--- config.mk ---
export PLATFORM = sky130hd
export DESIGN_NAME = hazard_scoreboard
export DESIGN_NICKNAME = d
export VERILOG_FILES = /design/src/rtl/hazard_pkg.sv /design/src/rtl/hazard_sb_bits.sv /design/src/rtl/hazard_scoreboard.sv
export SDC_FILE = /design/constraint.sdc
export NUM_CORES = 1
export LEC_CHECK = 0
export CORE_MARGIN = 2
export CORE_UTILIZATION = 55
export CTS_CLUSTER_DIAMETER = 60
export CTS_CLUSTER_SIZE = 10
export DETAILED_ROUTE_END_ITERATION = 12
export PLACE_DENSITY = 0.93
export SETUP_SLACK_MARGIN = 0.15
export SLEW_MARGIN = 15
export SYNTH_ARGS = -nofsm -noshare
export SYNTH_HDL_FRONTEND = slang
export SYNTH_HIERARCHICAL = 1
export SYNTH_SLANG_ARGS = --single-unit
--- constraint.sdc ---
create_clock -name clk -period 9.6 [get_ports clk]
set_input_delay 1.44 -clock clk [delete_from_list [all_inputs] [get_ports clk]]
set_output_delay 1.44 -clock clk [all_outputs]
set_load 0.01 [all_outputs]
--- src/rtl/hazard_pkg.sv ---
// Shared defaults and hazard-cause encoding for the ID-stage hazard scoreboard.
package hazard_pkg;

  localparam int HZ_REG_ADDR_W = 5;
  localparam int HZ_NUM_REGS   = 32;

  typedef enum logic [2:0] {
    NONE,
    LOAD_USE,
    RAW,
    WAW,
    FULL
  } hz_cause_e;

endpackage

--- src/rtl/hazard_sb_bits.sv ---
// Per-register busy vector with set-over-clear priority and a registered popcount.
module hazard_sb_bits #(
  parameter int NUM_REGS    = 32,
  parameter int REG_ADDR_W  = 5,
  parameter int MAX_PENDING = 4,
  parameter int PC_W        = 3
) (
  input  logic                  clk,
  input  logic                  rst,
  input  logic                  set_en_i,
  input  logic [REG_ADDR_W-1:0] set_idx_i,
  input  logic                  clr_en_i,
  input  logic [REG_ADDR_W-1:0] clr_idx_i,
  output logic [NUM_REGS-1:0]   busy_o,
  output logic [PC_W-1:0]       cnt_o
);

  logic [NUM_REGS-1:0] busy_q, busy_d;
  logic [PC_W-1:0]     cnt_q, cnt_d;

  // Clear first, then set, so an issue and a writeback to the same register leave it busy.
  always_comb begin
    busy_d = busy_q;
    if (clr_en_i && clr_idx_i != '0) busy_d[clr_idx_i] = 1'b0;
    if (set_en_i && set_idx_i != '0) busy_d[set_idx_i] = 1'b1;
  end

  always_comb begin
    cnt_d = '0;
    for (int i = 0; i < NUM_REGS; i++) cnt_d = cnt_d + PC_W'(busy_d[i]);
  end

  always_ff @(posedge clk or posedge rst) begin
    if (rst) begin
      busy_q <= '0;
      cnt_q  <= '0;
    end else begin
      busy_q <= busy_d;
      cnt_q  <= cnt_d;
    end
  end

  assign busy_o = busy_q;
  assign cnt_o  = cnt_q;

endmodule

--- src/rtl/hazard_scoreboard.sv ---
// ID-stage hazard unit: load-use stall plus busy scoreboard for long-latency producers.
// Optional stall counter enabled by defining HAZARD_STALL_CNT_EN.
module hazard_scoreboard
  import hazard_pkg::*;
#(
  parameter int REG_ADDR_W  = HZ_REG_ADDR_W,
  parameter int NUM_REGS    = HZ_NUM_REGS,
  parameter int MAX_PENDING = 4,
  parameter int CNT_W       = 32
) (
  input  logic                               clk,
  input  logic                               reset,
  input  logic                               id_valid,
  input  logic [REG_ADDR_W-1:0]              id_rs1,
  input  logic [REG_ADDR_W-1:0]              id_rs2,
  input  logic                               id_use_rs1,
  input  logic                               id_use_rs2,
  input  logic [REG_ADDR_W-1:0]              id_rd,
  input  logic                               id_reg_write,
  input  logic                               id_long,
  input  logic                               ex_mem_read,
  input  logic [REG_ADDR_W-1:0]              ex_rd,
  input  logic                               wb_valid,
  input  logic [REG_ADDR_W-1:0]              wb_rd,
  input  logic                               flush,
  output logic                               pc_write,
  output logic                               if_id_write,
  output logic                               control_sel,
  output logic [NUM_REGS-1:0]                busy_vec,
  output logic [$clog2(MAX_PENDING+1)-1:0]   pending_cnt
`ifdef HAZARD_STALL_CNT_EN
  ,
  output logic [CNT_W-1:0]                   stall_cycles
`endif
);

  localparam int PC_W = $clog2(MAX_PENDING + 1);

  if (NUM_REGS != 2**REG_ADDR_W || MAX_PENDING < 1 || MAX_PENDING > NUM_REGS || CNT_W < 1)
  begin : g_bad_cfg
    $error("hazard_scoreboard: inconsistent parameters");
  end

  logic      rs1_used, rs2_used;
  logic      lu, raw, waw, full, wb_clears;
  logic      stall, issue;
  hz_cause_e cause;

  assign rs1_used  = id_use_rs1 && id_rs1 != '0;
  assign rs2_used  = id_use_rs2 && id_rs2 != '0;
  assign wb_clears = wb_valid && wb_rd != '0 && busy_vec[wb_rd];

  assign lu  = ex_mem_read && ex_rd != '0 &&
               ((rs1_used && id_rs1 == ex_rd) || (rs2_used && id_rs2 == ex_rd));
  // A writeback to the same register this cycle reaches ID via register-file write-through.
  assign raw = (rs1_used && busy_vec[id_rs1] && !(wb_valid && wb_rd == id_rs1)) ||
               (rs2_used && busy_vec[id_rs2] && !(wb_valid && wb_rd == id_rs2));
  assign waw = id_reg_write && id_rd != '0 && busy_vec[id_rd] &&
               !(wb_valid && wb_rd == id_rd);
  assign full = id_long && id_reg_write && pending_cnt == PC_W'(MAX_PENDING) && !wb_clears;

  always_comb begin
    cause = NONE;
    if (lu)        cause = LOAD_USE;
    else if (raw)  cause = RAW;
    else if (waw)  cause = WAW;
    else if (full) cause = FULL;
  end

  assign stall = id_valid && !flush && cause != NONE;
  assign issue = id_valid && !stall && !flush && id_long && id_reg_write && id_rd != '0;

  // Reset holds the front end and feeds bubbles into ID/EX.
  assign pc_write    = !reset && !stall;
  assign if_id_write = !reset && !stall;
  assign control_sel = reset || stall;

  hazard_sb_bits #(
    .NUM_REGS    (NUM_REGS),
    .REG_ADDR_W  (REG_ADDR_W),
    .MAX_PENDING (MAX_PENDING),
    .PC_W        (PC_W)
  ) u_sb_bits (
    .clk       (clk),
    .rst       (reset),
    .set_en_i  (issue),
    .set_idx_i (id_rd),
    .clr_en_i  (wb_valid),
    .clr_idx_i (wb_rd),
    .busy_o    (busy_vec),
    .cnt_o     (pending_cnt)
  );

`ifdef HAZARD_STALL_CNT_EN
  logic [CNT_W-1:0] stall_cnt_q, stall_cnt_d;

  always_comb begin
    stall_cnt_d = stall_cnt_q;
    if (stall && stall_cnt_q != '1) stall_cnt_d = stall_cnt_q + CNT_W'(1);
  end

  always_ff @(posedge clk or posedge reset) begin
    if (reset) stall_cnt_q <= '0;
    else       stall_cnt_q <= stall_cnt_d;
  end

  assign stall_cycles = stall_cnt_q;
`endif

endmodule

==> impl_results.md, run 1 <==
- Status: complete, no violations
- Netlist cell types: 59
- Tcrit/Tclk final: approximately nine tenths
- Setup Viol. Count Final: 0
- Yosys top cell area share: 22.9%
- Die Height: 87.5 um
- Clock Latency Late Sink: approximately 0.29 ns
- Critical Path AT: about 9 ns
- Via density: ~7.0
- WL/cell: around 23 um
- Slew Viols, Final: 0
- Synth area leaders: dfrtp_1 23%, fa_1 11%, mux4_2 10%, o21ai_0 7.3%, mux4_1 5.5%
- Clk slew on worst S/H paths: approximately 0.070 ns
- Die W: about 90 um
- Vias in the first global route: about 3600
- Maximum VDD drop: 119 uV
- Final hold vios: 0
- Clock Path Buffers: 2
- Total gr overflow: 0
- Number of synthesized register bits: 35
- Maxcap violations: 0
- IO Pins: between 70 and 80
- Post-CTS Setup Repair Bufs: 0
- Primary FF master, synth: dfrtp_1
- Synth async-reset ratio: 100%
- PwrDens: 113 mW/mm2
- Synth Area per Inst: slightly above 10 um2
- Diode count: 0
- Via total after detailed routing: 3570
- YS warnings: 6
- Leading area contributor after synthesis: dfrtp_1
- Sink Count: 35
- Initial Utilization: ~57%
- Rows: 30
- Port bufs: between 70 and 80
- Routability congestion estimate: 1.02
- Routed WL: about 12 mm
- Area post-placement: between 0.004 and 0.005 mm2
- Fmax: 0.113 GHz
- Hold-fix buffers, CTS: 0
- WHS: roughly 0.55 ns
- Tot Pwr: about 0.00052 W
- Sum Neg Setup Slack: 0 ns
- Syn_nets: ~430
- Met3 routed wirelength: 1.13 mm
- Initial antenna violation count: 0
- Num CTS Buffers: 5
- CTS tree: built
- Syn Std Cell Area: about 0.0038 mm2
- GRT Total Usage: between 30% and 40%
- Worst min path class: reg2reg
- Core area: between 0.006 and 0.007 mm2
- Highest routing layer actually used: met4
- Layout Nets: ~500
- Sequential fraction of the synthesis area: a little under a quarter
- Post-layout util: ~68%
- Hpwl dp: 9.08 mm
- Most frequent cells in the layout: 72 x clkdlybuf4s50_1, 56 x o21ai_0, 35 x dfrtp_1
- Startpoint types: primary input
- Reg-to-reg slack, setup: between 2 and 2.5 ns
- Wire length on met1: roughly 4.2 mm
- Tmin final: 8.82 ns
- RSZ-0062 raised after global routing: no
- Crit path required time: between 9 and 10 ns
- Initial DRC Count: approximately 420
- Actual slew at the worst max-slew pin: between 0.9 and 1 ns
- Layout cells sized above 1: about a tenth
- Post-route design area: 0.00462 mm2
- CTS H-tree depth: 2
- Post-Syn Instances: approximately 370
- First-pass GRT wire length: ~19 mm
- CP Capture Type: register
- Commonest non-fill, non-tap cell in the layout: clkdlybuf4s50_1
- Setup Skew: roughly 0.013 ns
- Setup CP Type: in2reg
- CP Max Fanout: 15
- Post-synth EDFFs: 0
- CTS root buffer: clkbuf_8
- Met2 wire len: between 5 and 6 mm
- Die area: 0.00765 mm2
- Final ANT Viol Nets: 0
- Static leakage: ~1.8 nW
- Drc violations: 0
- Largest net degree at the start of global routing: 36
- Post-cts resize count: 0
- Relative slew slack: about two fifths
- First-pass DRT Iterations: 5
- Area grow syn2layout: 20.5%
-- logic make-up (layout without fill, tap and decap cells) --
group / count (synthesis) / in the layout / share of synthesized area, %
adder cells (fa/ha/maj): 24 / 24 / 12.1
flip-flops: 35 / 35 / 22.9
AND/OR/NAND/NOR: 80 / 80 / 13.2
AO/OA/AOI/OAI: 107 / 107 / 17.3
buffers and inverters: 45 / 106 / 6.14
multiplexers: 46 / 46 / 21.0
XOR/XNOR: 32 / 32 / 7.31
-- per-stage QoR --
step | worst slack [ns] | cells
2_1_floorplan | 1.84 | 369
3_3_place_gp | 0.737 | 502
3_5_place_dp | 0.531 | 502
4_1_cts | 0.830 | 510
5_1_grt | 0.433 | 510
6_report | 0.785 | 510
-- worst paths after layout --
path                                 startpoint                    to  cells after the start
max                                    id_rd[0]    u_sb_bits/cnt_o[2]                     24
min in group asynchronous                 reset  u_sb_bits/busy_o[11]                      3
min reg2reg                 u_sb_bits/busy_o[0]   u_sb_bits/busy_o[0]                      0
max reg2reg                u_sb_bits/busy_o[21]    u_sb_bits/cnt_o[2]                     23
min                         u_sb_bits/busy_o[0]   u_sb_bits/busy_o[0]                      0
max in group asynchronous                 reset  u_sb_bits/busy_o[20]                      3
-- Yosys cell counts (9+ instances only) --
cell type  instances
fa_1              22
xor2_1            16
o21ai_0           56
xnor2_1           16
nand2_1           12
mux4_2            17
o21a_1            18
clkbuf_1          10
mux2i_1           19
nand3_1           10
nand3b_1           9
dfrtp_1           35
inv_1             21
-- sequential cells by signal (all words and copies together) (netlist names) --
| signal | flops |
|---|---|
| u_sb_bits/busy_o | 32 |
| u_sb_bits/cnt_o | 3 |
-- routing by layer --
layer | up-vias | global-route usage (%)
li1 | 1495 | -
met2 | 273 | 53.0
met4 | 0 | 18.6
met3 | 60 | 6.26
met1 | 1742 | 40.9
met5 | - | 0
-- area by class of cell --
type / count / area (um2)
flip-flops and latches: 35 / 876
repair buffers: 77 / 758
clock buffers: 5 / 68.8
multi-input cells: 289 / 2720
inverters: 21 / 78.8
well taps: 80 / 100
clock inverters: 3 / 15.0
fillers: 503 / 2140
-- worst max-delay path, cell delays in order --
cell and delay, ns:
clkdlybuf4s50_1 0.89, mux4_1 0.63, mux2_2 0.28, a2bb2oi_1 0.13, nand4_1 0.10, and4_1 0.24
and4bb_1 0.38, nand4b_1 0.22, nand2b_1 0.24, and2_1 0.17, fa_1 0.55, inv_1 0.05
fa_1 0.48, inv_1 0.05, fa_1 0.48, inv_1 0.06, fa_1 0.51, fa_1 0.58
fa_1 0.44, ha_1 0.21, fa_1 0.39, xnor2_1 0.21, xnor2_1 0.16, xnor2_1 0.14
-- report_power, final --
group	switching [W]	total [W]	internal, W
clock network	0.0000524	0.000102	0.0000496
registers	0.0000190	0.000181	0.000162
logic	0.000124	0.000238	0.000114
total	0.000195	0.000521	0.000325
Power figures use the tool's default switching activity.
==> run 2, diff against run 1 <==
--- a/config.mk
+++ b/config.mk
@@ -6,11 +6,11 @@
 export NUM_CORES = 1
 export LEC_CHECK = 0
 export CORE_MARGIN = 2
-export CORE_UTILIZATION = 55
+export CORE_UTILIZATION = 58
 export CTS_CLUSTER_DIAMETER = 60
 export CTS_CLUSTER_SIZE = 10
 export DETAILED_ROUTE_END_ITERATION = 12
-export PLACE_DENSITY = 0.93
+export PLACE_DENSITY = 0.95
 export SETUP_SLACK_MARGIN = 0.15
 export SLEW_MARGIN = 15
 export SYNTH_ARGS = -nofsm -noshare
==> run 2 against run 1 <==
Critical path depth fell by 2. Critical path type unchanged. Core utilization rose by 4.3 points. Highest routed layer unchanged. Routed wire length rose by 3.1%.
==> impl_results.md, run 2 (synthesis results as in run 1) <==
- Num CTS Buffers: 5
- Psw: ~0.00019 W
- Die area: around 0.0073 mm2
- Hold Crit Endpoint: u_sb_bits/busy_o[0]
- Actual slew at the worst max-slew pin: between 0.9 and 1 ns
- Setup Viol. Count Final: 0
- Via density: about 7.2
- Initial DRC Count: about 500
- Layout cells sized above 1: between 10 and 15%
- Setup CP Type: in2reg
- WHS: 0.531 ns
- End of the worst register-to-register path: u_sb_bits/cnt_o[2]
- Via total after detailed routing: roughly 3700
- Maxcap violations: 0
- Clk slew on worst S/H paths: about 0.070 ns
- Highest cell delay on the worst timing path: a little over 0.9 ns
- Final ANT Viol Nets: 0
- PwrDens: 118 mW/mm2
- Critical Path AT: between 9 and 10 ns
- CTS tree: built
- Fmax: approximately 0.11 GHz
- Diode count: 0
- Initial Utilization: between 60% and 70%
- CTS H-tree depth: 2
- Clock power share: approximately a quarter
- Relative slew slack: between 30 and 40%
- CP Max Fanout: 15
- Commonest non-fill, non-tap cell in the layout: clkdlybuf4s50_1
- Hold_sp: u_sb_bits/busy_o[0]
- Total gr overflow: 0
- First-pass DRT Iterations: 5
- Crit path cell chain: clkdlybuf4s50_1, mux4_1, mux2_2, a2bb2oi_1, nand4_1, and4_1, and4bb_1, and2b_1, nand3_1, o21a_1, fa_1, fa_1, inv_1, fa_1, fa_1, fa_1, fa_1, ha_1, fa_1, xnor2_1, xnor2_1, xnor2_1
- Slew Viols, Final: 0
- Most frequent cells in the layout: 72 x clkdlybuf4s50_1, 56 x o21ai_0, 35 x dfrtp_1
- Post-CTS Setup Repair Bufs: 0
- Clock Latency Late Sink: around 0.29 ns
- Initial antenna violation count: 0
- Hold path depth: 0
- Vias in the first global route: between 3000 and 4000
- Sum Neg Setup Slack: 0 ns
- Largest net degree at the start of global routing: 36
- Area grow syn2layout: 21.1%
- WL/cell: roughly 24 um
- RSZ-0062 raised after global routing: no
- IO Pins: 73
- Rows: 29
- Logic pwr share: 41.8%
- Hpwl dp: roughly 9.0 mm
- Clock Path Buffers: 2
- Port bufs: slightly above 70
- First-pass GRT wire length: 19.2 mm
- Core area: around 0.0064 mm2
- Maximum VDD drop: between 80 and 90 uV
- Hold-fix buffers, CTS: 0
- Drc violations: 0
- Die Height: between 80 and 90 um
- Seq pwr share: around 33%
- Tcrit/Tclk final: between 90 and 100%
- GRT Total Usage: ~34%
- Crit path required time: 9.81 ns
- Die W: approximately 85 um
- Power Internal: approximately 0.00036 W
- Routed WL: ~12 mm
- Worst min path class: reg2reg
- Most common cell on crit path: fa_1
- Status: complete, no violations
- Worst Reg-to-Reg Cells: 21
- Routability congestion estimate: ~0.99
- CTS root buffer: clkbuf_8
- Setup Skew: about 0.0055 ns
- Static leakage: around 1.8 nW
- Tmin final: slightly below 9 ns
- Sw Share: about a third
- Sink Count: 35
- Startpoint types: primary input
- Final hold vios: 0
- RR Startpoint: u_sb_bits/busy_o[28]
- Tot Pwr: around 0.00055 W
- Reg-to-reg slack, setup: around 2.4 ns
- Max reg flops: 32
- Post-cts resize count: 0
- CP Capture Type: register
- Slowest cell on the critical path: clkdlybuf4s50_1
- Layout Nets: 487
-- run 2: through the flow --
stage | cell area, um2 | util (%) | setup slack (ns) | cells
finish | 4640 | 72.7 | 0.702 | 506
detailed placement | 4520 | 70.8 | 0.495 | 498
global route | 4640 | 72.7 | 0.418 | 506
global placement | 4520 | 70.8 | 0.722 | 498
floorplan | 3830 | - | 1.84 | 369
CTS | 4640 | 72.7 | 0.746 | 506
-- run 2: how the worst max path moves through the flow --
| stage | start | to |
|---|---|---|
| CTS | id_rd[0] | u_sb_bits/cnt_o[2] |
| detailed placement | id_rd[0] | u_sb_bits/cnt_o[2] |
| global route | id_rd[0] | u_sb_bits/cnt_o[2] |
| global placement | id_rd[0] | u_sb_bits/cnt_o[2] |
| finish | id_rd[0] | u_sb_bits/cnt_o[2] |
| floorplan | id_rd[0] | u_sb_bits/cnt_o[2] |
-- run 2: critical path, delay by kind of cell --
kind,cells,cell delay (ns)
buf+inv,2,0.98
xor+xnor,3,0.50
mux,2,0.93
fa+ha+maj,8,3.65
simple gates,5,1.18
compound gates,2,0.42
-- run 2: power groups by stage --
stage	Clock, W	Sequential (W)	Combinational, W
after floorplan	0	0.000182	0.000136
after global placement	0	0.000183	0.000218
after detailed placement	0	0.000183	0.000228
after CTS	0.000139	0.000181	0.000229
after global routing	0.000143	0.000183	0.000252
final	0.000138	0.000182	0.000230
-- run 2: layout make-up --
class,count,area [um2]
Multi-Input combinational cell,289,2720
Clock inverter,2,35.0
Fill cell,442,1750
Tap cell,77,96.3
Timing Repair Buffer,76,751
Inverter,21,78.8
Sequential cell,35,876
Clock buffer,6,82.6
-- run 2: metal layers --
layer	track usage (%)	up-vias	share of wire, %
met5	0	-	0
met4	17.6	0	5.4
met3	9.34	88	12
met2	56.0	353	48
met1	41.1	1724	34
li1	-	1502	-
